File: src/rtl/ctrl_pkg.sv
// ctrl_pkg: control bundle layout, opcode/funct encodings and ALUFun codes
// shared by the decoder and the pipelined control unit.
package ctrl_pkg;
    localparam int CTRL_W = 24;
    typedef struct packed {
        logic       valid;
        logic       intr;
        logic [1:0] RegDst;
        logic       RegWr;
        logic       ALUSrc1;
        logic       ALUSrc2;
        logic [5:0] ALUFun;
        logic       Sign;
        logic       MemWr;
        logic       MemRd;
        logic [1:0] MemToReg;
        logic       EXTOp;
        logic       LUOp;
        logic [1:0] isJ;
        logic       isBranch;
        logic       rsvd;
    } ctrl_t;
    localparam logic [5:0] OP_R     = 6'h00;
    localparam logic [5:0] OP_BLTZ  = 6'h01;
    localparam logic [5:0] OP_J     = 6'h02;
    localparam logic [5:0] OP_JAL   = 6'h03;
    localparam logic [5:0] OP_BEQ   = 6'h04;
    localparam logic [5:0] OP_BNE   = 6'h05;
    localparam logic [5:0] OP_BLEZ  = 6'h06;
    localparam logic [5:0] OP_BGTZ  = 6'h07;
    localparam logic [5:0] OP_ADDI  = 6'h08;
    localparam logic [5:0] OP_ADDIU = 6'h09;
    localparam logic [5:0] OP_SLTI  = 6'h0a;
    localparam logic [5:0] OP_SLTIU = 6'h0b;
    localparam logic [5:0] OP_ANDI  = 6'h0c;
    localparam logic [5:0] OP_ORI   = 6'h0d;
    localparam logic [5:0] OP_LUI   = 6'h0f;
    localparam logic [5:0] OP_LW    = 6'h23;
    localparam logic [5:0] OP_SW    = 6'h2b;
    localparam logic [5:0] FN_SLL   = 6'h00;
    localparam logic [5:0] FN_SRL   = 6'h02;
    localparam logic [5:0] FN_SRA   = 6'h03;
    localparam logic [5:0] FN_JR    = 6'h08;
    localparam logic [5:0] FN_JALR  = 6'h09;
    localparam logic [5:0] FN_ADD   = 6'h20;
    localparam logic [5:0] FN_ADDU  = 6'h21;
    localparam logic [5:0] FN_SUB   = 6'h22;
    localparam logic [5:0] FN_SUBU  = 6'h23;
    localparam logic [5:0] FN_AND   = 6'h24;
    localparam logic [5:0] FN_OR    = 6'h25;
    localparam logic [5:0] FN_XOR   = 6'h26;
    localparam logic [5:0] FN_NOR   = 6'h27;
    localparam logic [5:0] FN_SLT   = 6'h2a;
    localparam logic [5:0] FN_SLTU  = 6'h2b;
    localparam logic [5:0] ALU_ADD  = 6'b000000;
    localparam logic [5:0] ALU_SUB  = 6'b000001;
    localparam logic [5:0] ALU_AND  = 6'b011000;
    localparam logic [5:0] ALU_OR   = 6'b011110;
    localparam logic [5:0] ALU_XOR  = 6'b010110;
    localparam logic [5:0] ALU_NOR  = 6'b010001;
    localparam logic [5:0] ALU_SLL  = 6'b100000;
    localparam logic [5:0] ALU_SRL  = 6'b100001;
    localparam logic [5:0] ALU_SRA  = 6'b100011;
    localparam logic [5:0] ALU_EQ   = 6'b110011;
    localparam logic [5:0] ALU_NEQ  = 6'b110001;
    localparam logic [5:0] ALU_LT   = 6'b110101;
    localparam logic [5:0] ALU_LEZ  = 6'b111101;
    localparam logic [5:0] ALU_LTZ  = 6'b111011;
    localparam logic [5:0] ALU_GTZ  = 6'b111111;
    // Interrupt/exception op: writes PC+4 into $26 and is tracked by the intr flag.
    localparam ctrl_t INTR_OP = '{valid: 1'b1, intr: 1'b1, RegDst: 2'd3, RegWr: 1'b1,
                                  MemToReg: 2'd2, default: '0};
endpackage

File: src/rtl/ctrl_decode.sv
// ctrl_decode: combinational opcode/funct decoder producing the control bundle
// (valid and intr left 0) and an undefined-opcode flag.
module ctrl_decode
    import ctrl_pkg::*;
(
    input  logic [5:0] i_op,
    input  logic [5:0] i_funct,
    output ctrl_t      o_ctrl,
    output logic       o_undef
);
    always_comb begin
        o_ctrl = '0;
        o_ctrl.Sign = 1'b1;
        o_undef = 1'b0;
        case (i_op)
            OP_R: begin
                o_ctrl.RegWr = 1'b1;
                case (i_funct)
                    FN_ADD, FN_ADDU: o_ctrl.ALUFun = ALU_ADD;
                    FN_SUB, FN_SUBU: o_ctrl.ALUFun = ALU_SUB;
                    FN_AND:  o_ctrl.ALUFun = ALU_AND;
                    FN_OR:   o_ctrl.ALUFun = ALU_OR;
                    FN_XOR:  o_ctrl.ALUFun = ALU_XOR;
                    FN_NOR:  o_ctrl.ALUFun = ALU_NOR;
                    FN_SLT:  o_ctrl.ALUFun = ALU_LT;
                    FN_SLTU: begin o_ctrl.ALUFun = ALU_LT; o_ctrl.Sign = 1'b0; end
                    FN_SLL:  begin o_ctrl.ALUFun = ALU_SLL; o_ctrl.ALUSrc1 = 1'b1; end
                    FN_SRL:  begin o_ctrl.ALUFun = ALU_SRL; o_ctrl.ALUSrc1 = 1'b1; end
                    FN_SRA:  begin o_ctrl.ALUFun = ALU_SRA; o_ctrl.ALUSrc1 = 1'b1; end
                    FN_JR:   begin o_ctrl.isJ = 2'd2; o_ctrl.RegWr = 1'b0; end
                    FN_JALR: begin o_ctrl.isJ = 2'd2; o_ctrl.MemToReg = 2'd2; end
                    default: o_ctrl.RegWr = 1'b0;
                endcase
            end
            OP_ADDI, OP_ADDIU, OP_SLTI, OP_SLTIU, OP_ANDI, OP_ORI, OP_LUI, OP_LW: begin
                o_ctrl.RegWr    = 1'b1;
                o_ctrl.RegDst   = 2'd1;
                o_ctrl.ALUSrc2  = 1'b1;
                o_ctrl.EXTOp    = ~(i_op == OP_ANDI || i_op == OP_ORI);
                o_ctrl.ALUFun   = (i_op == OP_SLTI || i_op == OP_SLTIU) ? ALU_LT :
                                  (i_op == OP_ANDI) ? ALU_AND :
                                  (i_op == OP_ORI)  ? ALU_OR  : ALU_ADD;
                o_ctrl.Sign     = i_op != OP_SLTIU;
                o_ctrl.LUOp     = i_op == OP_LUI;
                o_ctrl.MemRd    = i_op == OP_LW;
                o_ctrl.MemToReg = {1'b0, i_op == OP_LW};
            end
            OP_SW: begin
                o_ctrl.ALUSrc2 = 1'b1;
                o_ctrl.EXTOp   = 1'b1;
                o_ctrl.MemWr   = 1'b1;
            end
            OP_BEQ, OP_BNE, OP_BLEZ, OP_BGTZ, OP_BLTZ: begin
                o_ctrl.isBranch = 1'b1;
                o_ctrl.EXTOp    = 1'b1;
                o_ctrl.ALUFun   = (i_op == OP_BEQ)  ? ALU_EQ  :
                                  (i_op == OP_BNE)  ? ALU_NEQ :
                                  (i_op == OP_BLEZ) ? ALU_LEZ :
                                  (i_op == OP_BGTZ) ? ALU_GTZ : ALU_LTZ;
            end
            OP_J: o_ctrl.isJ = 2'd1;
            OP_JAL: begin
                o_ctrl.isJ      = 2'd1;
                o_ctrl.RegWr    = 1'b1;
                o_ctrl.RegDst   = 2'd2;
                o_ctrl.MemToReg = 2'd2;
            end
            default: o_undef = 1'b1;
        endcase
    end
endmodule

File: src/rtl/ctrl_pipe_irq.sv
// ctrl_pipe_irq: pipelined control unit with load-use stall, flush bubbles and
// a maskable interrupt / undefined-opcode exception arbiter.
module ctrl_pipe_irq
    import ctrl_pkg::*;
#(
    parameter int NUM_IRQ = 4,
    parameter int RR_ARB  = 0,
    localparam int IW = (NUM_IRQ > 1) ? $clog2(NUM_IRQ) : 1
) (
    input  logic               clk,
    input  logic               reset,
    input  logic               id_valid,
    input  logic [31:0]        id_instr,
    input  logic               branch_flush,
    input  logic               kernel_mode,
    input  logic [NUM_IRQ-1:0] irq_req,
    input  logic [NUM_IRQ-1:0] irq_mask,
    output logic               stall,
    output logic [CTRL_W-1:0]  ex_ctrl,
    output logic [CTRL_W-1:0]  mem_ctrl,
    output logic [CTRL_W-1:0]  wb_ctrl,
    output logic [4:0]         ex_wa,
    output logic [4:0]         mem_wa,
    output logic [4:0]         wb_wa,
    output logic               irq_take,
    output logic [IW-1:0]      irq_id,
    output logic               exc_take
);
    ctrl_t              w_dec, w_nx, r_ex, r_mem, r_wb;
    logic               w_undef, w_stall, w_take, w_exc, w_inflight, w_found;
    logic [5:0]         w_op;
    logic [4:0]         w_rs, w_rt, w_rd, w_wa, w_nx_wa, r_ex_wa, r_mem_wa, r_wb_wa;
    logic [NUM_IRQ-1:0] r_pend, w_cand, w_clr;
    logic [IW-1:0]      r_ptr, w_id;

    assign w_op = id_instr[31:26];
    assign w_rs = id_instr[25:21];
    assign w_rt = id_instr[20:16];
    assign w_rd = id_instr[15:11];

    ctrl_decode u_dec (
        .i_op    (w_op),
        .i_funct (id_instr[5:0]),
        .o_ctrl  (w_dec),
        .o_undef (w_undef)
    );

    assign w_wa = ~w_dec.RegWr ? 5'd0 :
                  (w_dec.RegDst == 2'd0) ? w_rd :
                  (w_dec.RegDst == 2'd1) ? w_rt :
                  (w_dec.RegDst == 2'd2) ? 5'd31 : 5'd26;

    // rt is only a true source for R-type, beq, bne and sw.
    assign w_stall = ~reset & id_valid & r_ex.valid & r_ex.MemRd & (|r_ex_wa) &
                     ((r_ex_wa == w_rs) | ((r_ex_wa == w_rt) &
                      (w_op == OP_R || w_op == OP_BEQ || w_op == OP_BNE || w_op == OP_SW)));

    assign w_cand = r_pend & irq_mask;

    // First pass covers [r_ptr, NUM_IRQ) in round-robin mode, second pass wraps.
    always_comb begin
        w_id = '0;
        w_found = 1'b0;
        for (int k = 0; k < NUM_IRQ; k++)
            if (!w_found && w_cand[k] && (RR_ARB == 0 || k >= int'(r_ptr))) begin
                w_found = 1'b1;
                w_id = IW'(k);
            end
        for (int k = 0; k < NUM_IRQ; k++)
            if (!w_found && w_cand[k]) begin
                w_found = 1'b1;
                w_id = IW'(k);
            end
    end

    assign w_inflight = r_ex.intr | r_mem.intr | r_wb.intr;
    assign w_take = ~reset & id_valid & ~kernel_mode & ~w_stall & ~branch_flush &
                    ~w_inflight & w_found;
    assign w_exc  = ~reset & id_valid & w_undef & ~branch_flush & ~w_stall & ~w_take;
    assign w_clr  = w_take ? NUM_IRQ'(1) << w_id : '0;

    always_comb begin
        w_nx = w_dec;
        w_nx.valid = id_valid;
        w_nx_wa = w_wa;
        if (branch_flush || w_stall) begin
            w_nx = '0;
            w_nx_wa = 5'd0;
        end else if (w_take || w_exc) begin
            w_nx = INTR_OP;
            w_nx_wa = 5'd26;
        end
    end

    always_ff @(posedge clk) begin
        if (reset) begin
            r_ex     <= '0;
            r_mem    <= '0;
            r_wb     <= '0;
            r_ex_wa  <= '0;
            r_mem_wa <= '0;
            r_wb_wa  <= '0;
            r_pend   <= '0;
            r_ptr    <= '0;
        end else begin
            r_ex     <= w_nx;
            r_mem    <= r_ex;
            r_wb     <= r_mem;
            r_ex_wa  <= w_nx_wa;
            r_mem_wa <= r_ex_wa;
            r_wb_wa  <= r_mem_wa;
            r_pend   <= (r_pend | irq_req) & ~w_clr;
            if (w_take)
                r_ptr <= (w_id == IW'(NUM_IRQ - 1)) ? '0 : w_id + IW'(1);
        end
    end

    assign stall    = w_stall;
    assign irq_take = w_take;
    assign irq_id   = w_take ? w_id : '0;
    assign exc_take = w_exc;
    assign ex_ctrl  = r_ex;
    assign mem_ctrl = r_mem;
    assign wb_ctrl  = r_wb;
    assign ex_wa    = r_ex_wa;
    assign mem_wa   = r_mem_wa;
    assign wb_wa    = r_wb_wa;
endmodule

File: config.mk
export PLATFORM = sky130hd
export DESIGN_NAME = ctrl_pipe_irq
export DESIGN_NICKNAME = d
export VERILOG_FILES = /design/src/rtl/ctrl_pkg.sv /design/src/rtl/ctrl_decode.sv /design/src/rtl/ctrl_pipe_irq.sv
export SDC_FILE = /design/constraint.sdc
export NUM_CORES = 1
export LEC_CHECK = 0
export ABC_AREA = 1
export ABC_CLOCK_PERIOD_IN_PS = 3100
export BUFFER_PORTS_ARGS = -buffer_cell sky130_fd_sc_hd__buf_2
export CAP_MARGIN = 20
export CORE_UTILIZATION = 45
export CTS_CLUSTER_SIZE = 24
export DETAILED_ROUTE_END_ITERATION = 16
export GPL_TIMING_DRIVEN = 0
export PLACE_DENSITY = 0.79
export REMOVE_ABC_BUFFERS = 1
export SKIP_CTS_REPAIR_TIMING = 1
export SYNTH_ARGS = -nofsm -noshare
export SYNTH_HDL_FRONTEND = slang
export SYNTH_SLANG_ARGS = --single-unit
File: constraint.sdc
create_clock -name clk -period 3.1 [get_ports clk]
set_input_delay 0.62 -clock clk [delete_from_list [all_inputs] [get_ports clk]]
set_output_delay 0.62 -clock clk [all_outputs]
set_load 0.01 [all_outputs]
==> run metrics <==
area share of the largest cell type after synthesis=51.1%; slowest CP cell=nor2_1; largest net degree at the start of global routing=64; Clk Latency, worst-skew pair=0.34 ns; DRT iter0 DRCs=101; LEAKAGE=2.32 nW; gr ovfl total=0; Mapped Area=3450 um^2; Seq cells post-synth=88; Power Density=483 nW/um^2; DR vias/cell=4.50; gr usage total=20.8%; arrival time worst endpoint=2.30 ns; post-route clock period utilization=94.1%; cells along the critical path=buf_2 > buf_12 > nor2_1 > nand3_1 > inv_1 > nand4_4 > inv_1 > nand2_1 > o21ai_0 > buf_2; detailed-router iteration count before antenna repair=4; Synth area leaders=dfxtp_1 (51%), nor2_1 (11%), inv_1 (11%); clk_skew=0.00871 ns; hold depth=2; Critical Path Max Stage Delay=0.31 ns; I/O Pins=137; Pins Over Slew Limit=0; initial core utilization=47.0%; first-pass GRT wire length=12,700 um; fillers=679; Top FF cell, synth=dfxtp_1; CTS H-tree lvls=3; Final Setup Violations=0; Clock Sinks=88; initial antenna violation count=0; deepest clock path buffer count=2; synth cell count leaders=nor2_1 (102), inv_1 (97), dfxtp_1 (88); synth-to-layout area growth=26.2%; RSZ-0062 raised after global routing=false; CTS tree=built; EDFF count, synth=0; CTS root buf=clkbuf_8; GP Congestion=0.860; HP Class=register to register; status=finished clean; Antenna Cells=0; Crit Path Max Fanout=58; YS warnings=0; DP Area=4150 um^2; Fin. Hold Viols=0; DRT Wirelength=8100 um; Synth Instances=463; Port Buffers=128; CTS buffer count=9; post-synthesis average cell area=7.45 um^2; fin area=4350 um^2; share of the yosys chip area belonging to registers=51.1%; DRC violations left=0; critical path type=primary input to output pin; max-capacitance violation count=0; final cell count without fillers=697; maximum clock frequency=343 MHz; ys async rst share=0%; Die Y=89.5 um; placed cells=680; share of cells above drive strength 1=28.1%; vias in the first global route=2,843; crit path time final=2.92 ns; nets=638; Routed Antenna Nets=0; Yosys top cell by area=dfxtp_1; most frequent cell after synthesis=nor2_1; Slew @ Worst Pin=0.548 ns; Worst-path clk slew=0.08 ns; library cells used by synthesis=32; crit path launch type=primary input; Avg WL per Cell=11.6 um; via count=3,135; dpl hpwl=6320 um; # rows=31; DIE WIDTH=89.5 um; normalized max-slew margin=63.5%; Critical Path Sink Type=output pin; Peak VDD IR=236 uV; CP Data Required Time=2.48 ns; die area=8010 um^2; Core Box Area=7330 um^2; worst reg2reg path depth=12
## per-layer routing
| metal | part of all wire, % | track usage, % | up-vias | routed length (um) |
|---|---|---|---|---|
| met5 | 0 | 0 | - | 0 |
| met4 | 2.4 | 10.7 | 0 | 196 |
| met3 | 5.1 | 2.86 | 17 | 411 |
| met2 | 48 | 35.3 | 110 | 3890 |
| met1 | 44 | 25.8 | 1367 | 3600 |
| li1 | - | - | 1641 | - |
## placed cells by master, fill, tap and decap left out, types with 2 or more instances in the layout
master / instances
buf_2: 128
nor2_1: 102
inv_1: 97
dfxtp_1: 88
nand2_1: 56
nand3_1: 31
nor3_1: 14
clkbuf_8: 11
nor2_2: 10
o21ai_0: 10
a21oi_1: 8
xnor2_1: 4
nand4_1: 4
nand2_2: 4
inv_2: 3
o22ai_1: 3
conb_1: 3
nor2_4: 2
xor2_1: 2
a31oi_1: 2
clkinvlp_4: 2
## sequential cells by signal (all words and copies together) (netlist names)
register  cells
wb_ctrl      23
mem_ctrl     23
mem_wa        5
r_pend        4
ex_wa         5
wb_wa         5
ex_ctrl      23
## through the flow
stage / worst slack (ns) / power (W) / hold slack (ns) / setup TNS (ns) / utilization, %
2_1_floorplan: 0.754 / 0.00131 / 0.447 / 0 / -
3_3_place_gp: -0.200 / 0.00140 / 0.405 / -0.405 / 56.6
3_5_place_dp: -0.210 / 0.00141 / 0.409 / -0.454 / 56.6
4_1_cts: -0.216 / 0.00211 / 0.419 / -0.479 / 59.1
5_1_grt: 0.0905 / 0.00220 / 0.430 / 0 / 59.3
6_report: 0.182 / 0.00210 / 0.419 / 0 / 59.3
## cells by family (layout without fill, tap and decap cells)
| group | count (synthesis) | count (layout) | synth area share (%) |
|---|---|---|---|
| AND/OR/NAND/NOR | 228 | 228 | 29.5 |
| flip-flops | 88 | 88 | 51.1 |
| buffers and inverters | 112 | 245 | 13.0 |
| AO/OA/AOI/OAI | 28 | 28 | 4.76 |
| other | 1 | 3 | 0.109 |
| XOR/XNOR | 6 | 6 | 1.52 |
## power breakdown
part	internal [W]	total, W	switching [W]
combinational	0.0000788	0.000217	0.000138
clock	0.000336	0.000715	0.000379
sequential	0.00115	0.00117	0.0000163
total	0.00157	0.00210	0.000534
## final timing paths
kind / start / to / slack [ns]
max: reset / irq_id[0] / 0.18
min: mem_wa[0] / wb_wa[0] / 0.42
max reg2reg: ex_wa[3] / ex_ctrl[5] / 1.37
min reg2reg: mem_wa[0] / wb_wa[0] / 0.42
## worst max-delay path, delay by kind of cell
kind / cells / cell delay (ns)
AOI/OAI and AO/OA: 1 / 0.09
and+or+nand+nor: 4 / 0.76
buffers and inverters: 5 / 0.79
## area by class of cell
cell class | count | area, um^2 | share of cell area, %
inverter | 100 | 375 | 8.63
clock inverter | 4 | 28.8 | 0.661
clock buffer | 12 | 155 | 3.57
multi-input combinational | 265 | 1240 | 28.6
timing repair buffer | 129 | 661 | 15.2
sequential | 88 | 1760 | 40.5
tap | 99 | 124 | 2.85
Power figures use the tool's default switching activity.
